===== src/rtl/key_pkg.sv =====
// Shared debounce FSM encoding, default debounce count and counter-width helper
// for the key/mode controller.
package key_pkg;

   localparam logic [25:0] DebMaxDefault = 26'd999_999;

   typedef logic [1:0] deb_state_t;

   localparam deb_state_t StIdle        = 2'd0;
   localparam deb_state_t StPressWait   = 2'd1;
   localparam deb_state_t StPressed     = 2'd2;
   localparam deb_state_t StReleaseWait = 2'd3;

   // Smallest counter width that holds deb_max (at least one bit).
   function automatic int unsigned cnt_width(input logic [25:0] deb_max);
      int unsigned w;
      w = $clog2(int'(deb_max) + 1);
      return (w < 1) ? 1 : w;
   endfunction

   localparam int unsigned DebCntW = cnt_width(DebMaxDefault);

endpackage


===== src/rtl/key_debounce.sv =====
// One push-button: 2-flop synchronizer, four-state debounce FSM with saturating
// counter, and a registered single-cycle press pulse.
module key_debounce
   import key_pkg::*;
#(
   parameter logic [25:0] DEB_MAX = DebMaxDefault
) (
   input  logic clk_i,
   input  logic rst_i,
   input  logic key_ni,
   output logic press_o
);

   localparam int unsigned CntW = (DEB_MAX == DebMaxDefault) ? DebCntW : cnt_width(DEB_MAX);
   localparam logic [CntW-1:0] CntMax = CntW'(DEB_MAX);

   logic            sync1_q, sync2_q;
   deb_state_t      state_q, state_d;
   logic [CntW-1:0] cnt_q, cnt_d, cnt_inc;
   logic            press_q, press_d;

   always_ff @(posedge clk_i or posedge rst_i) begin
      if (rst_i) begin
         sync1_q <= 1'b1;
         sync2_q <= 1'b1;
         state_q <= StIdle;
         cnt_q   <= '0;
         press_q <= 1'b0;
      end else begin
         sync1_q <= key_ni;
         sync2_q <= sync1_q;
         state_q <= state_d;
         cnt_q   <= cnt_d;
         press_q <= press_d;
      end
   end

   assign cnt_inc = (cnt_q == CntMax) ? cnt_q : cnt_q + CntW'(1);

   always_comb begin
      state_d = state_q;
      cnt_d   = cnt_q;
      press_d = 1'b0;
      case (state_q)
         StIdle: begin
            if (!sync2_q) begin
               state_d = StPressWait;
               cnt_d   = '0;
            end
         end
         StPressWait: begin
            if (sync2_q) begin
               state_d = StIdle;
               cnt_d   = '0;
            end else if (cnt_q == CntMax) begin
               state_d = StPressed;
               cnt_d   = '0;
               press_d = 1'b1;
            end else begin
               cnt_d = cnt_inc;
            end
         end
         StPressed: begin
            if (sync2_q) begin
               state_d = StReleaseWait;
               cnt_d   = '0;
            end
         end
         StReleaseWait: begin
            if (!sync2_q) begin
               state_d = StPressed;
               cnt_d   = '0;
            end else if (cnt_q == CntMax) begin
               state_d = StIdle;
               cnt_d   = '0;
            end else begin
               cnt_d = cnt_inc;
            end
         end
         default: begin
            state_d = StIdle;
            cnt_d   = '0;
         end
      endcase
   end

   assign press_o = press_q;

endmodule


===== src/rtl/key_mode_ctrl.sv =====
// Run/mode key controller for an LED chaser. Define KEY_AUTORUN_EN to have the
// chaser running straight out of reset.
module key_mode_ctrl
   import key_pkg::*;
#(
   parameter logic [25:0] DEB_MAX = DebMaxDefault
) (
   input  logic CP,
   input  logic Rst,
   input  logic Key_run,
   input  logic Key_mode,
   output logic En,
   output logic Dn,
   output logic Run
);

`ifdef KEY_AUTORUN_EN
   localparam logic RunRst = 1'b1;
`else
   localparam logic RunRst = 1'b0;
`endif

   logic run_pulse, mode_pulse;
   logic run_q, run_d;
   logic dn_q, dn_d;
   logic en_q, en_d;

   key_debounce #(
      .DEB_MAX (DEB_MAX)
   ) u_run_key (
      .clk_i   (CP),
      .rst_i   (Rst),
      .key_ni  (Key_run),
      .press_o (run_pulse)
   );

   key_debounce #(
      .DEB_MAX (DEB_MAX)
   ) u_mode_key (
      .clk_i   (CP),
      .rst_i   (Rst),
      .key_ni  (Key_mode),
      .press_o (mode_pulse)
   );

   assign run_d = run_q ^ run_pulse;
   assign dn_d  = dn_q ^ mode_pulse;
   // A mode press drops En for one cycle so the chaser reloads the new pattern.
   assign en_d  = run_d & ~mode_pulse;

   always_ff @(posedge CP or posedge Rst) begin
      if (Rst) begin
         run_q <= RunRst;
         dn_q  <= 1'b1;
         en_q  <= RunRst;
      end else begin
         run_q <= run_d;
         dn_q  <= dn_d;
         en_q  <= en_d;
      end
   end

   assign Run = run_q;
   assign Dn  = dn_q;
   assign En  = en_q;

endmodule


===== config.mk =====
export PLATFORM = sky130hd
export DESIGN_NAME = key_mode_ctrl
export DESIGN_NICKNAME = d
export VERILOG_FILES = /design/src/rtl/key_pkg.sv /design/src/rtl/key_debounce.sv /design/src/rtl/key_mode_ctrl.sv
export SDC_FILE = /design/constraint.sdc
export NUM_CORES = 1
export LEC_CHECK = 0
export CORE_MARGIN = 4
export CORE_UTILIZATION = 39
export CTS_CLUSTER_SIZE = 20
export DETAILED_ROUTE_END_ITERATION = 8
export PLACE_DENSITY = 0.63
export SETUP_SLACK_MARGIN = 0.15
export SYNTH_ARGS = -nofsm -noshare
export SYNTH_HDL_FRONTEND = slang
export SYNTH_HIERARCHICAL = 1
export SYNTH_SLANG_ARGS = --single-unit
export TNS_END_PERCENT = 10

===== constraint.sdc =====
create_clock -name CP -period 3.6 [get_ports CP]
set_input_delay 0.54 -clock CP [delete_from_list [all_inputs] [get_ports CP]]
set_output_delay 0.54 -clock CP [all_outputs]
set_load 0.01 [all_outputs]

==> run metrics, run 1 <==
crit path max fanout 32; Unique masters post-synth 40; Clock Tree Root clkbuf_8; drt pass-1 iters 4; Worst Max-Slew Pin Slew roughly 0.96 ns; pin count of the biggest net entering global routing 33; post-synthesis cell count about 280; Worst Setup SP u_run_key/cnt_q[6]; I/O pin cnt 7; initial drt markers between 70 and 80; post-synthesis sequential area ratio approximately 48%; # DRC 0; Leak Pwr between 0.001 and 0.0015 µW; Synth Area per Inst around 10 µm²; nets@finish approximately 300; RD Place Congestion 0.830; vias in the first global route 1989; final hold vios 0; Final Cycle Share 59.0%; post-CTS setup buffer count 0; Die Ht between 90 and 100 µm; CP arrival 2.32 ns; Worst R2R Start u_run_key/cnt_q[6]; clock buffer depth 2; Max-Cap Viols 0; cts repair resizes 0; synth warn 6; post-DP HPWL ~3.6 mm; PwrDens around 510 mW/mm²; Cell Rows 30; pins over their slew limit 0; placed insts roughly 380; final setup skew 0.0130 ns; HP Start u_run_key/sync1_q; CTS Buf Count 5; synthesized net count between 200 and 300; Worst Hold Class flip-flop to flip-flop; crit end category flip-flop; outcome finished clean; setup_tns 0 ns; hold buffers post-CTS 0; Post-DRT Antenna Nets 0; Mapped Area roughly 0.0028 mm²; endpoints failing setup 0; Die Area 0.00861 mm²; first-pass GRT wire length ~9 mm; H-Tree Depth 2; Worst EP required ~3.8 ns; clk sinks 53; Worst-path clk slew about 0.10 ns; core area 0.00691 mm²; WL/cell 13.4 µm; PortBufs 6; RSZ-0062 raised after global routing false; Die Span X 92.8 µm; global route overflow 0; FMAX 0.471 GHz; initial antenna violation count 0; Final Power around 1500 µW; Worst-Skew Late Latency 0.31 ns; Synth-to-Final Area Change 7.72%; share of cells above drive strength 1 around 10%; peak supply drop 0.000286 V; flops & latches, synth 53; n_diodes 0; TritonCTS clock tree yes; via/cell ratio ~5.4; worst setup path class flip-flop to flip-flop; crit start category flip-flop; crit path time final ~2.1 ns; vias a little over 2000; slew margin rel. a little over a third; Layout Cells excl Fill roughly 390; Starting Density about two fifths; WL final between 5 and 6 mm; Total GRT Usage between 10% and 20%
[power by group]
part,internal (µW),switching (µW),total (µW)
registers,645,49.8,695
logic,142,305,447
clock network,209,197,406
[critical path, stage by stage (launching register included)]
cell and delay [ns]:
dfrtp_1 0.45, or4b_4 0.56, nor4_4 0.18, a31o_4 0.40, o21ai_0 0.14, mux2_2 0.28
[cell usage in the layout, fill, tap and decap left out, types with 5 or more instances in the layout]
cell | netlist | final
a21o_1 | 14 | 14
and2_1 | 10 | 10
and3_1 | 10 | 10
clkbuf_8 | 0 | 5
clkdlybuf4s50_1 | 0 | 6
dfrtp_1 | 48 | 48
dfstp_2 | 5 | 5
inv_1 | 9 | 9
nand2_1 | 26 | 26
nand3_1 | 8 | 8
nand4_1 | 6 | 6
nor2_1 | 16 | 16
nor3b_1 | 10 | 10
nor4_1 | 10 | 10
o21ai_0 | 22 | 22
o21ai_1 | 18 | 18
xnor2_1 | 6 | 6
xor2_1 | 6 | 6
[cells in the mapped netlist, drive strengths merged]
| cell type | count | area, µm² |
|---|---|---|
| xnor2 | 6 | 52.6 |
| or4b | 2 | 27.5 |
| dfstp | 5 | 131 |
| nand4 | 6 | 37.5 |
| a21oi | 4 | 20.0 |
| ha | 2 | 25.0 |
| nor3b | 10 | 75.1 |
| or2 | 2 | 12.5 |
| a31oi | 4 | 25.0 |
| nor2b | 2 | 12.5 |
| nand2b | 2 | 12.5 |
| and2b | 1 | 8.76 |
| o41ai | 2 | 17.5 |
| o2bb2ai | 4 | 35.0 |
| clkbuf | 2 | 7.51 |
| or4 | 2 | 22.5 |
| o21ai | 40 | 200 |
| nor2 | 18 | 72.6 |
| a21o | 14 | 105 |
| o31ai | 2 | 15.0 |
| xor2 | 6 | 52.6 |
| mux2 | 4 | 45.0 |
| and2 | 10 | 62.6 |
| nand2 | 26 | 97.6 |
| a31o | 2 | 35.0 |
| nand3 | 8 | 40.0 |
| or3 | 4 | 25.0 |
| and3 | 10 | 62.6 |
| dfrtp | 48 | 1200 |
| nor4 | 12 | 105 |
| inv | 9 | 33.8 |
| and4 | 4 | 35.0 |
| nor3 | 2 | 10.0 |
| a211oi | 2 | 15.0 |
| buf | 6 | 67.6 |
[kinds of logic (layout without fill, tap and decap cells)]
| kind of cell | Yosys count | in the layout | synth area share, % |
|---|---|---|---|
| buffers and inverters | 17 | 23 | 3.88 |
| adder cells (fa/ha/maj) | 2 | 2 | 0.892 |
| multiplexers | 4 | 4 | 1.61 |
| XOR/XNOR | 12 | 12 | 3.75 |
| AND/OR/NAND/NOR | 121 | 121 | 25.7 |
| AO/OA/AOI/OAI | 74 | 74 | 16.7 |
| flip-flops | 53 | 53 | 47.5 |
[stage by stage]
step / hold slack [ns] / setup WS (ns) / cell area (µm²) / util (%)
global placement: 0.346 / 1.54 / 2910 / 42.1
finish: 0.346 / 1.48 / 3020 / 43.7
global route: 0.354 / 1.32 / 3020 / 43.7
detailed placement: 0.347 / 1.49 / 2910 / 42.1
CTS: 0.352 / 1.47 / 3020 / 43.7
floorplan: 0.293 / 1.76 / 2800 / -
[path summary, 6_finish.rpt]
| check | to | cells past startpoint | slack (ns) |
|---|---|---|---|
| max | u_run_key/cnt_q[11] | 5 | 1.48 |
| min | u_run_key/sync2_q | 0 | 0.35 |
| max reg2reg | u_run_key/cnt_q[11] | 5 | 1.48 |
| min reg2reg | u_run_key/sync2_q | 0 | 0.35 |
| max in group asynchronous | u_mode_key/cnt_q[0] | 2 | 2.20 |
| min in group asynchronous | Run | 2 | 0.45 |
[metal layers]
metal,wire [µm],GRT usage [%]
met2,2480,21.6
met4,54,3.17
met3,138,2.76
met5,0,0
met1,2500,16.6
[area by class of cell]
class	instances	area (µm²)
fillers	679	3890
well taps	96	120
clock buffers	6	72.6
clock inverters	2	38.8
flip-flops and latches	53	1330
inverters	9	33.8
repair buffers	6	60.1
multi-input cells	213	1360
[flip-flops by register name (all words and copies together) (netlist names), named ones only]
signal              flops
Dn                      1
En                      1
Run                     1
u_mode_key/cnt_q       20
u_mode_key/press_o      1
u_mode_key/state_q      1
u_mode_key/sync1_q      1
u_mode_key/sync2_q      1
u_run_key/cnt_q        20
u_run_key/press_o       1
u_run_key/state_q       1
u_run_key/sync1_q       1
u_run_key/sync2_q       1
(Power assumes the default switching activity.)
==> run 2: changes to the inputs <==
Clock period 3.6 ns to 2.15 ns, I/O delays scaled along.
==> run 2 against run 1 <==
Power rose by 77%. Maximum frequency up 7.5%. Combinational power is 130% higher. Die area is the same. Non-clock buffer count rose by 24. Sequential power up 67%. Worst setup slack worse by 1.3 ns. Wire length up 5.6%. Clock-buffer cell count is 1 higher. Via count is 6.0% higher. Largest power group unchanged. Highest routed layer unchanged.
==> run metrics, run 2 (synthesis results as in run 1) <==
CTS Buf Count 5 (unchanged); WL/cell 13.4 µm (-0.56%); slew margin rel. 64.6% (+28 points); via/cell ratio 5.36 (-0.18%); met2 Use GR 22.4% (+0.78 points); fillcell total 685 (+0.88%); pin count of the biggest net entering global routing 26 (-21%); Cell Rows 30 (unchanged); commonest non-fill, non-tap cell in the layout dfrtp_1; crit path max fanout 7 (-78%); WL final 5.47 mm (+5.6%); placed insts 388 (+2.9%); global route overflow 0 (unchanged); Worst R2R Start u_run_key/cnt_q[6]; met3 Resource Use GR 2.44% (-0.32 points); crit start category flip-flop; first-pass GRT wire length 9.42 mm (+4.6%); I/O pin cnt 7 (unchanged); Final Cycle Share 91.9% (+33 points); slowest cell on the critical path or4b_4; Max-Cap Viols 0 (unchanged); Final Util 46.3% (+2.6 points); Synth-to-Final Area Change 14.0%; cts repair resizes 0 (unchanged); Worst-Skew Late Latency 0.30 ns (about the same); Top delay family on crit path simple AND/OR/NAND/NOR gates; met1 GRT Util 17.5% (+0.88 points); Worst EP required 2.35 ns (-1.45 ns); initial drt markers 55 (-26%); H-Tree Depth 2 (unchanged); nets@finish 319 (+8.5%); clock buffer depth 2 (unchanged); Starting Density 40.6% (unchanged); worst path cell trace or4b_4 -> nor4_4 -> a31o_2 -> buf_4 -> o21ai_1 -> a21o_1; final hold vios 0 (unchanged); Clock Tree Root clkbuf_8; FMAX 0.506 GHz (+7.5%); Final Power 2740 µW (+77%); worst setup path class flip-flop to flip-flop; # DRC 0 (unchanged); Leak Pwr 0.00144 µW (+8.4%); final setup skew 0.00384 ns (-0.00917 ns); commonest cells after routing, fill and taps aside dfrtp_1 (48), nand2_1 (26), buf_4 (23); Worst Max-Slew Pin Slew 0.526 ns (-0.430 ns); vias in the first global route 2040 (+2.6%); post-DP HPWL 3.71 mm (+3.9%); Critical path buffers and inverters 1 (+1); outcome finished clean; Largest regs u_mode_key/cnt_q: 20 flops, u_run_key/cnt_q: 20 flops; PwrDens 859 mW/mm² (+68%); endpoints failing setup 0 (unchanged); crit path time final 1.98 ns (-0.149 ns); peak supply drop 0.000406 V (+42%); share of cells above drive strength 1 16.9% (+6.9 points); clk sinks 53 (unchanged); Worst Setup SP u_run_key/cnt_q[6]; PortBufs 6 (unchanged); Reg2Reg Capture Point u_run_key/cnt_q[16]; initial antenna violation count 0 (unchanged); crit end category flip-flop; Die Ht 92.8 µm (unchanged); Layout Cells excl Fill 409 (+6.2%); Worst-path clk slew 0.09 ns (about the same); Die Span X 92.8 µm (unchanged); GR peak layer met2; WHS 0.233 ns (-0.112 ns); Post-DRT Antenna Nets 0 (unchanged); RSZ-0062 raised after global routing true; setup_tns 0 ns (unchanged); Total GRT Usage 13.3% (+0.51 points); Die Area 0.00861 mm² (unchanged); core area 0.00691 mm² (unchanged); R2R depth 6 (+1); CP arrival 2.18 ns (-0.14 ns); Worst Hold Class primary input to async pin; vias 2192 (+6.0%); drt pass-1 iters 4 (unchanged); CP max stage delay 0.56 ns (about the same); n_diodes 0 (unchanged); TritonCTS clock tree yes; pins over their slew limit 0 (unchanged); R2R Setup Slk 0.17 ns (-1.30 ns); RD Place Congestion 0.785 (-5.5%); hold buffers post-CTS 0 (unchanged)
run 2: changes by cell type in the layout (fill, tap and decap cells not counted):
cell,change
clkinv_4,-1
buf_12,+1
buf_4,+23
clkbuf_8,+1
bufinv_16,-1
a31o_2,+1
run 2: worst max path at each step:
stage                                 to  slack, ns  cells past startpoint
detailed placement  u_mode_key/cnt_q[14]       0.14                      6
finish               u_run_key/cnt_q[16]       0.17                      6
floorplan           u_mode_key/cnt_q[11]       0.31                      6
CTS                   u_run_key/cnt_q[3]       0.13                      6
global placement    u_mode_key/cnt_q[14]       0.15                      6
global route         u_run_key/cnt_q[14]       0.09                      7
run 2: metal layers:
| layer | vias to the layer above | wire length, µm |
|---|---|---|
| met2 | 29 | 2680 |
| met3 | 7 | 135 |
| met4 | 0 | 61 |
| li1 | 1088 | - |
| met1 | 1068 | 2590 |
| met5 | - | 0 |
run 2: report_power, final:
group | switching [µW] | total [µW] | internal, µW | leakage [µW]
clock | 313 | 569 | 256 | 0.0000443
sequential | 85.0 | 1160 | 1080 | 0.000710
combinational | 568 | 1010 | 443 | 0.000685
run 2: per-stage QoR:
stage | setup WS (ns) | instance area (µm²)
2_1_floorplan | 0.311 | 2800
3_3_place_gp | 0.150 | 3000
4_1_cts | 0.134 | 3110
6_report | 0.175 | 3200
5_1_grt | 0.0913 | 3200
3_5_place_dp | 0.136 | 3000
run 2: worst reg2reg max path, stage by stage, from the launching register on:
cell and delay, ns:
dfrtp_1 0.42, or4b_4 0.56, nor4_4 0.22, a31o_2 0.30, buf_4 0.14, o21ai_1 0.06
a21o_1 0.18
run 2: layout make-up:
class                           count  area (µm²)  area share [%]
Clock buffer                        7        86.3            2.70
Inverter                            9        33.8            1.06
Multi-Input combinational cell    214        1370            42.9
Sequential cell                    53        1330            41.7
Tap cell                           96         120            3.76
Timing Repair Buffer               30         253            7.91
run 2: timing repair:
action                                  4_1_cts  5_1_grt
endpoints found under the setup margin        7       22
gates cloned                                  0        1
pin swaps                                     2        1
setup buffers                                 2       11
==> run 3: changes to the inputs <==
Settings changed: HOLD_SLACK_MARGIN set to 0.12, PLACE_DENSITY 0.63 to 0.56.
==> run 3 against run 2 <==
Combinational power about the same. Hold slack improved by 0.0032 ns. Worst setup slack got worse by 0.049 ns. Final cell count fell by 0.49%. Critical path type unchanged. Largest power group unchanged. Non-clock buffer count is 2 lower. Critical path depth unchanged. Critical endpoint is now u_mode_key/cnt_q[16].
==> run metrics, run 3 (synthesis results as in run 1) <==
H-Tree Depth 2 (unchanged); crit path time final 2.02 ns (+0.0489 ns); Worst Max-Slew Pin Slew 0.586 ns (+0.0606 ns); commonest cells after routing, fill and taps aside dfrtp_1 (47), nand2_1 (26), o21ai_0 (22); Crit path depth 6 (unchanged); Seq pwr share 41.8% (-0.6 points); clock group share of total power 22.0% (+1.3 points); pins over their slew limit 0 (unchanged); Worst EP required 2.35 ns (about the same); CP max stage delay 0.57 ns (about the same); vias in the first global route 2064 (+1.2%); crit end category flip-flop; final hold vios 0 (unchanged); worst path cell trace or4b_4 -> nor4_4 -> a31o_4 -> buf_4 -> o21ai_1 -> a21o_1; WHS 0.237 ns (+0.00318 ns); R2R depth 6 (unchanged); crit path max fanout 9 (+2); first-pass GRT wire length 10.2 mm (+8.1%); slew margin rel. 60.8% (-3.9 points); Die Ht 92.8 µm (unchanged); RD Place Congestion 0.811 (+3.3%); peak supply drop 0.000368 V (-9.2%); Total GRT Usage 14.7% (+1.4 points); fin area 0.00319 mm² (-0.12%); core area 0.00691 mm² (unchanged); RSZ-0062 raised after global routing true; CP arrival 2.22 ns (+0.04 ns); Clock Tree Root clkbuf_8; Final Cycle Share 94.2% (+2.3 points); dpl ws 0.131 ns (-0.00504 ns); final worst slack 0.126 ns (-0.0489 ns); n_diodes 0 (unchanged); Die Area 0.00861 mm² (unchanged); clock buffer depth 2 (unchanged); via/cell ratio 5.25 (-2.1%); switching power 993 µW (+2.8%); switch share 35.5% (+0.33 points); CTS Buf Count 5 (unchanged); # DRC 0 (unchanged); outcome finished clean; Worst-Skew Late Latency 0.30 ns (about the same); worst setup path class flip-flop to flip-flop; FMAX 0.494 GHz (-2.4%); initial drt markers 109 (+98%); post-DP HPWL 3.95 mm (+6.3%); Leak Pwr 0.00144 µW (-0.20%); drt pass-1 iters 4 (unchanged); final setup skew 0.00480 ns (+0.000966 ns); crit start category flip-flop; vias 2136 (-2.6%); share of cells above drive strength 1 17.0% (+0.11 points); PwrDens 875 mW/mm² (+1.9%); Max-Cap Viols 0 (unchanged); nets@finish 316 (-0.94%); combinational share of power 36.2% (-0.6 points); Post-DRT Antenna Nets 0 (unchanged); Cell Rows 30 (unchanged); Worst-path clk slew 0.09 ns (about the same); global route overflow 0 (unchanged); I/O pin cnt 7 (unchanged); Internal 1800 µW (+1.3%); TritonCTS clock tree yes; Top delay family on crit path simple AND/OR/NAND/NOR gates; WL/cell 14.4 µm (+7.6%); Die Span X 92.8 µm (unchanged); Worst Hold Class primary input to async pin; WL final 5.85 mm (+7.1%); Largest regs u_mode_key/cnt_q: 20 flops, u_run_key/cnt_q: 20 flops; PortBufs 6 (unchanged); clk sinks 53 (unchanged); commonest non-fill, non-tap cell in the layout dfrtp_1; Synth-to-Final Area Change 13.9%; endpoints failing setup 0 (unchanged); Starting Density 40.6% (unchanged); Critical path buffers and inverters 1 (unchanged); pin count of the biggest net entering global routing 26 (unchanged); setup_tns 0 ns (unchanged); placed cell area 0.00302 mm² (+0.50%); slowest cell on the critical path or4b_4; initial antenna violation count 0 (unchanged)
==> run 3: worst paths after layout <==
path | start | to | slack [ns]
setup reg to reg | u_mode_key/cnt_q[6] | u_mode_key/cnt_q[16] | 0.13
setup / recovery | u_mode_key/cnt_q[6] | u_mode_key/cnt_q[16] | 0.13
max in group asynchronous | Rst | u_mode_key/sync2_q | 1.41
min in group CP | u_run_key/sync1_q | u_run_key/sync2_q | 0.36
hold reg to reg | u_run_key/sync1_q | u_run_key/sync2_q | 0.36
hold / removal | Rst | Run | 0.24
==> run 3: final cells by class <==
cell class	instances	area (µm²)
Multi-Input combinational cell	213	1360
Inverter	9	33.8
Clock buffer	7	96.3
Tap cell	96	120
Clock inverter	1	5.00
Sequential cell	53	1330
Fill cell	690	3710
Timing Repair Buffer	28	241
==> run 3: timing repair <==
action	in CTS	in global routing
pin swaps	2	2
gates resized for setup	0	2
hold buffers	0	0
endpoints found under the setup margin	12	26
buffers inserted	5	4
==> run 3: metal layers <==
layer	wire, µm	track usage (%)	part of all wire [%]
met1	3080	22.7	53
met2	2490	20.6	43
met3	235	3.25	4.0
met4	39	3.66	0.67
met5	0	0	0
==> run 3: per-stage QoR <==
step           total power (µW)  util [%]  std cells
2_1_floorplan              1890         -        283
3_3_place_gp               2070      43.7        390
3_5_place_dp               2080      43.7        390
4_1_cts                    2780      45.7        403
5_1_grt                    3020      46.2        407
6_report                   2790      46.2        407
==> run 3: power groups by stage <==
stage	combinational [µW]	clock [µW]	sequential (µW)
4_1_cts	972	643	1170
5_1_grt	1150	691	1180
6_report	1010	615	1170
3_5_place_dp	899	0	1190
3_3_place_gp	893	0	1180
2_1_floorplan	724	0	1170
